### src/rtl/seg_display_arbiter_pkg.sv
// Shared types and default timing constants for the seven-segment display arbiter.
package seg_arb_pkg;

    typedef enum logic [1:0] {
        IDLE    = 2'd0,
        GRANTED = 2'd1,
        HANDOFF = 2'd2
    } state_t;

    localparam int DEF_HOLD_TICKS    = 32'sd4;
    localparam int DEF_TIMEOUT_TICKS = 32'sd16;

    // Four BCD-style nibbles, index k is digit k ({d3,d2,d1,d0}).
    typedef logic [3:0][3:0] digits_t;

endpackage

### src/rtl/seg_display_arbiter_rr_pick.sv
// Combinational round-robin picker: scans the request vector starting at a given
// index and returns the first hit as a one-hot vector and as an index.
module rr_pick #(
    parameter int N = 3,
    parameter int W = $clog2(N)
) (
    input  logic [N-1:0] req,
    input  logic [W-1:0] start,
    output logic [N-1:0] gnt_onehot,
    output logic [W-1:0] gnt_idx,
    output logic         any_req
);

    logic [W-1:0] cand_s;
    logic         found_s;

    // Walk the requesters in priority order from start, keeping the first requester found.
    always_comb begin
        gnt_onehot = '0;
        gnt_idx    = '0;
        found_s    = 1'b0;
        cand_s     = '0;
        for (int i = 0; i < N; i++) begin
            cand_s = W'((int'(start) + i) % N);
            if (!found_s && req[cand_s]) begin
                found_s            = 1'b1;
                gnt_onehot[cand_s] = 1'b1;
                gnt_idx            = cand_s;
            end else begin
                found_s = found_s;
            end
        end
        any_req = found_s;
    end

endmodule

### src/rtl/seg_display_arbiter.sv
// Round-robin owner arbitration for the shared 4-digit display, with minimum hold,
// preemption timeout and a one-tick blank handoff. Optional blinking: SEG_ARB_BLINK_EN.
module seg_display_arbiter
    import seg_arb_pkg::*;
#(
    parameter int NUM_REQ       = 3,
    parameter int HOLD_TICKS    = DEF_HOLD_TICKS,
    parameter int TIMEOUT_TICKS = DEF_TIMEOUT_TICKS
) (
    input  logic                       clk_4_i,
    input  logic                       rst_i,
    input  logic [NUM_REQ-1:0]         req_i,
    input  digits_t [NUM_REQ-1:0]      data_i,
    input  logic [NUM_REQ-1:0][3:0]    en_i,
`ifdef SEG_ARB_BLINK_EN
    input  logic [NUM_REQ-1:0]         blink_i,
`endif
    output logic [NUM_REQ-1:0]         gnt_o,
    output logic [$clog2(NUM_REQ)-1:0] owner_o,
    output logic                       busy_o,
    output logic [3:0]                 digit0_o,
    output logic [3:0]                 digit1_o,
    output logic [3:0]                 digit2_o,
    output logic [3:0]                 digit3_o,
    output logic                       digit0_en_o,
    output logic                       digit1_en_o,
    output logic                       digit2_en_o,
    output logic                       digit3_en_o
);

    localparam int OW = $clog2(NUM_REQ);
    localparam int HW = $clog2(TIMEOUT_TICKS + 1);

    localparam logic [OW-1:0]      LAST_IDX    = OW'(NUM_REQ - 1);
    localparam logic [HW-1:0]      HOLD_LIM    = HW'(HOLD_TICKS);
    localparam logic [HW-1:0]      TIMEOUT_LIM = HW'(TIMEOUT_TICKS);
    localparam logic [NUM_REQ-1:0] LSB_ONEHOT  = {{(NUM_REQ-1){1'b0}}, 1'b1};

    state_t             state_r;
    logic [NUM_REQ-1:0] gnt_r;
    logic [OW-1:0]      owner_r;
    logic [OW-1:0]      last_owner_r;
    logic [HW-1:0]      hold_cnt_r;
    logic               busy_r;

    logic [OW-1:0]      start_s;
    logic [NUM_REQ-1:0] pick_onehot_s;
    logic [OW-1:0]      pick_idx_s;
    logic               pick_any_s;
    logic               owner_req_s;
    logic               other_req_s;
    logic               timeout_s;
    logic               release_s;
    logic               grant_s;
    digits_t            digits_s;
    logic [3:0]         en_s;

    // Search starts one past the most recent owner so that owner ranks last.
    always_comb begin
        start_s = '0;
        if (last_owner_r >= LAST_IDX) begin
            start_s = '0;
        end else begin
            start_s = last_owner_r + OW'(1);
        end
    end

    rr_pick #(
        .N (NUM_REQ),
        .W (OW)
    ) u_rr_pick (
        .req        (req_i),
        .start      (start_s),
        .gnt_onehot (pick_onehot_s),
        .gnt_idx    (pick_idx_s),
        .any_req    (pick_any_s)
    );

    // Release decision for the current owner and new-grant qualifier.
    always_comb begin
        owner_req_s = req_i[owner_r];
        other_req_s = |(req_i & ~(LSB_ONEHOT << owner_r));
        timeout_s   = (hold_cnt_r >= TIMEOUT_LIM) && (hold_cnt_r >= HOLD_LIM);
        release_s   = !owner_req_s || (timeout_s && other_req_s);
        grant_s     = ((state_r == IDLE) || (state_r == HANDOFF)) && pick_any_s;
    end

    // Ownership state machine; HANDOFF arbitrates like IDLE so the next owner follows at once.
    always_ff @(posedge clk_4_i) begin
        if (rst_i) begin
            state_r      <= IDLE;
            gnt_r        <= '0;
            owner_r      <= '0;
            last_owner_r <= LAST_IDX;
            hold_cnt_r   <= '0;
            busy_r       <= 1'b0;
        end else begin
            case (state_r)
                IDLE, HANDOFF: begin
                    if (pick_any_s) begin
                        state_r    <= GRANTED;
                        gnt_r      <= pick_onehot_s;
                        owner_r    <= pick_idx_s;
                        hold_cnt_r <= '0;
                        busy_r     <= 1'b1;
                    end else begin
                        state_r <= IDLE;
                        gnt_r   <= '0;
                        busy_r  <= 1'b0;
                    end
                end
                GRANTED: begin
                    if (hold_cnt_r < TIMEOUT_LIM) begin
                        hold_cnt_r <= hold_cnt_r + HW'(1);
                    end else begin
                        hold_cnt_r <= hold_cnt_r;
                    end
                    if (release_s) begin
                        state_r      <= HANDOFF;
                        gnt_r        <= '0;
                        busy_r       <= 1'b0;
                        last_owner_r <= owner_r;
                    end else begin
                        state_r <= GRANTED;
                    end
                end
                default: begin
                    state_r <= IDLE;
                    gnt_r   <= '0;
                    busy_r  <= 1'b0;
                end
            endcase
        end
    end

`ifdef SEG_ARB_BLINK_EN
    logic blink_tgl_r;

    // Blink phase: lit on every new grant, then flips each tick the display stays owned.
    always_ff @(posedge clk_4_i) begin
        if (rst_i) begin
            blink_tgl_r <= 1'b1;
        end else if (grant_s) begin
            blink_tgl_r <= 1'b1;
        end else if (state_r == GRANTED) begin
            blink_tgl_r <= ~blink_tgl_r;
        end else begin
            blink_tgl_r <= blink_tgl_r;
        end
    end
`endif

    // Owner's digits pass straight through while granted; blank otherwise.
    always_comb begin
        digits_s = '0;
        en_s     = 4'h0;
        if (state_r == GRANTED) begin
            digits_s = data_i[owner_r];
            en_s     = en_i[owner_r];
`ifdef SEG_ARB_BLINK_EN
            if (blink_i[owner_r]) begin
                en_s = en_s & {4{blink_tgl_r}};
            end else begin
                en_s = en_s;
            end
`endif
        end else begin
            digits_s = '0;
            en_s     = 4'h0;
        end
    end

    assign gnt_o       = gnt_r;
    assign owner_o     = owner_r;
    assign busy_o      = busy_r;
    assign digit0_o    = digits_s[0];
    assign digit1_o    = digits_s[1];
    assign digit2_o    = digits_s[2];
    assign digit3_o    = digits_s[3];
    assign digit0_en_o = en_s[0];
    assign digit1_en_o = en_s[1];
    assign digit2_en_o = en_s[2];
    assign digit3_en_o = en_s[3];

endmodule

### config.mk
export PLATFORM = sky130hd
export DESIGN_NAME = seg_display_arbiter
export DESIGN_NICKNAME = d
export VERILOG_FILES = /design/src/rtl/seg_display_arbiter_pkg.sv /design/src/rtl/seg_display_arbiter_rr_pick.sv /design/src/rtl/seg_display_arbiter.sv
export SDC_FILE = /design/constraint.sdc
export NUM_CORES = 1
export LEC_CHECK = 0
export ABC_AREA = 1
export BUFFER_PORTS_ARGS = -buffer_cell sky130_fd_sc_hd__buf_2
export CAP_MARGIN = 20
export CORE_ASPECT_RATIO = 1.5
export CORE_MARGIN = 2
export CORE_UTILIZATION = 40
export CTS_CLUSTER_DIAMETER = 120
export DETAILED_ROUTE_END_ITERATION = 10
export MAX_ROUTING_LAYER = met4
export PLACE_DENSITY_LB_ADDON = 0.25
export SETUP_SLACK_MARGIN = 0.3
export SLEW_MARGIN = 20
export SYNTH_ARGS = -nofsm -noshare
export SYNTH_HDL_FRONTEND = slang
export SYNTH_SLANG_ARGS = --single-unit
### constraint.sdc
create_clock -name clk_4_i -period 3.81 [get_ports clk_4_i]
set_input_delay 0.1905 -clock clk_4_i [delete_from_list [all_inputs] [get_ports clk_4_i]]
set_output_delay 0.1905 -clock clk_4_i [all_outputs]
set_load 0.02 [all_outputs]
==> results.yml <==
routing:
  drc: 0
  routedWlPerCell_um: 12.3
  drtAntennaViolNets: 0
  wl_mm: 5.02
  firstDrtPassIters: 4
  drtIter0Drc: 63
  num_vias: 2125
  post_drt_via_cell_ratio: 5.20
critical_path:
  slowest_delay_ns: 0.85
  start_kind: "flip-flop"
  cpMaxStageDelayCell: "dfxtp_1"
  r2r_cells: 9
  required_ns: 3.92
  ff2ff_setup_slack_ns: 1.61
  cp_cell_sequence: "inv_2 -> nand2_1 -> nand2_1 -> o211ai_1 -> nand2_1 -> nand2_1 -> nand2_1 -> nand2_1 -> o211ai_1"
  endpoint_kind: "flip-flop"
  worst-path-max-fanout: 25
  criticalPathCategory: "flip-flop to flip-flop"
  crit_top_cell: "nand2_1"
  arrival_ns: 2.31
yosys:
  synth_top_cell_area_share_pct: 25.0
  ys_top_cells_by_area: "nand3_1, nand2_1, dfxtp_1, inv_1, a21oi_1"
  avgSynthCellArea_sq_um: 5.50
  synth_edf_count: 0
  synth_seq_cells: 15
  ys_dominant_reg_cell: "dfxtp_1"
  yosysSeqAreaShare_pct: 19.2
  ys_top_cells_by_count: "nand2_1, nand3_1, inv_1"
  synth_cells: 284
  async_flop_share_pct: 0
  synth.distinct_cells: 24
  syn_nets: 352
  yosysTopAreaCell: "nand3_1"
  synth_area_sq_mm: 0.00156
  yosys_warnings: 0
  synth.most_common_cell: "nand2_1"
clock_network:
  clockBufferDepth: 2
  cts_buffers: 3
  cts_tree: "done"
  post_cts_buffers: 0
  insertion_delay_ns: 0.25
  path_clk_slew_ns: 0.06
  cts_num_sinks: 15
  cts_max_level: 1
  cts_hold_buf: 0
  cts-root-buf: "clkbuf_8"
  cts_resized: 0
global_routing:
  grt_max_degree: 29
  grt_use_total_pct: 23.0
  gr-usage-met3_pct: 2.04
  grt_overflow: 0
  busiest_layer: "met2"
  grt_pass1_wl_mm: 7.55
  first_global_vias: 1908
  antenna_found_initial: 0
  use_met2_pct: 42.9
  use_met1_pct: 22.3
finish:
  syn2layout_area_growth_pct: 32.7
  diodes: 0
  fillers: 396
  nets: 435
  utilization_pct: 55.8
  layout-drive-gt1-share_pct: 32.0
pwr:
  vdd_ir_drop_max_mv: 0.346
  p_per_area_mw_per_mm2: 391
  power_leakage_nw: 1.22
sta:
  fin_crit_sh_pct: 57.7
  fin_worst_skew_ns: 0.00108
  slew_violations: 0
  worstMarginPinSlew_ns: 0.821
  hold_viol_final: 0
  final.min_clock_period_ns: 2.20
  rsz0062_at_grt: "no"
  fin_tns_setup_ns: 0
  setup_violations: 0
  fmax_mhz: 455
  max_slew_margin_pct: 45.2
die:
  start_util_pct: 42.0
  fp.dieW_um: 55.0
  dieHeight_um: 80.5
  ios: 91
  die_area_sq_mm: 0.00443
  core-area_sq_mm: 0.00372
  core.rowCount: 27
run_status:
  status: "complete, no violations"
place:
  place.gp.congestion: 0.904
  numPortBuffers: 90
  hpwl_mm: 3.85
worst_hold_path:
  hold_class: "input pin to flip-flop"
  hold_depth: 2
job:
  cap_viol_max_count: 0
==> routing by layer <==
metal | routed length, um | share of wire, % | vias to the layer above
met5 | 0 | 0 | -
met4 | 137 | 2.7 | 0
met3 | 359 | 7.2 | 16
met2 | 2620 | 52 | 90
met1 | 1910 | 38 | 933
li1 | - | - | 1086
==> registers in the layout, summed over array words and instances, names as in the netlist <==
name,cells
hold_cnt_r,5
gnt_o,3
last_owner_r,2
owner_o,2
state_r,2
busy_o,1
==> final timing paths <==
kind | start | to
setup reg to reg | owner_o[1] | last_owner_r[1]
setup / recovery | owner_o[1] | last_owner_r[1]
hold / removal | rst_i | last_owner_r[0]
hold reg to reg | busy_o | busy_o
==> power by group <==
part           total [mW]  leakage, nW  internal [mW]  switching (mW)
clock               0.127       0.0228         0.0740          0.0527
sequential          0.203        0.123          0.176          0.0261
combinational       0.480         1.08          0.162           0.318
total               0.810         1.22          0.413           0.397
==> final cells by class <==
cell class / count / area [sq um] / area share (%)
Timing Repair Buffer: 92 / 465 / 22.5
Inverter: 39 / 146 / 7.07
Clock buffer: 4 / 45.0 / 2.17
Tap cell: 43 / 53.8 / 2.60
Multi-Input combinational cell: 216 / 1060 / 51.2
Sequential cell: 15 / 300 / 14.5
==> cells in the final DEF, fill, tap and decap left out <==
master and instances:
nor2_1 10, nand2_1 82, xor2_1 1, a21oi_1 15, o211ai_1 2, a21oi_2 1
o21ai_4 1, ha_1 3, dfxtp_1 15, clkbuf_1 1, nor2_2 2, buf_4 2
nand3_1 78, buf_2 90, nor3_1 1, nand2_4 2, nand3_2 3, inv_1 31
inv_2 8, o21ai_0 3, o21ai_1 1, nand4_1 6, clkbuf_8 3, nor2_4 1
nand2_2 4
==> worst max-delay path: cells and delay by family, from the launching register on <==
| family | cells | cell delay [ns] |
|---|---|---|
| buffers and inverters | 1 | 0.38 |
| AO/OA/AOI/OAI | 2 | 0.15 |
| AND/OR/NAND/NOR | 6 | 0.66 |
| flip-flops | 1 | 0.85 |
==> cell families (layout without fill, tap and decap cells) <==
logic type	after synthesis	after routing	share of synthesized area (%)
buffers and inverters	53	135	12.8
AOI/OAI and AO/OA	23	23	8.65
xor gates and xnor gates	1	1	0.561
and+or+nand+nor	189	189	56.3
DFF	15	15	19.2
adders and majority gates	3	3	2.40
==> metrics by stage <==
step,cells,area [sq um],power [mW],hold WS [ns],setup WS [ns]
after detailed placement,405,2030,0.686,0.486,1.65
after global routing,409,2070,0.885,0.307,1.39
after global placement,405,2030,0.684,0.491,1.71
final,409,2070,0.810,0.307,1.61
after CTS,409,2070,0.814,0.297,1.64
after floorplan,284,1560,0.546,0.260,2.09
No activity file was read; power rests on OpenSTA's default activity.
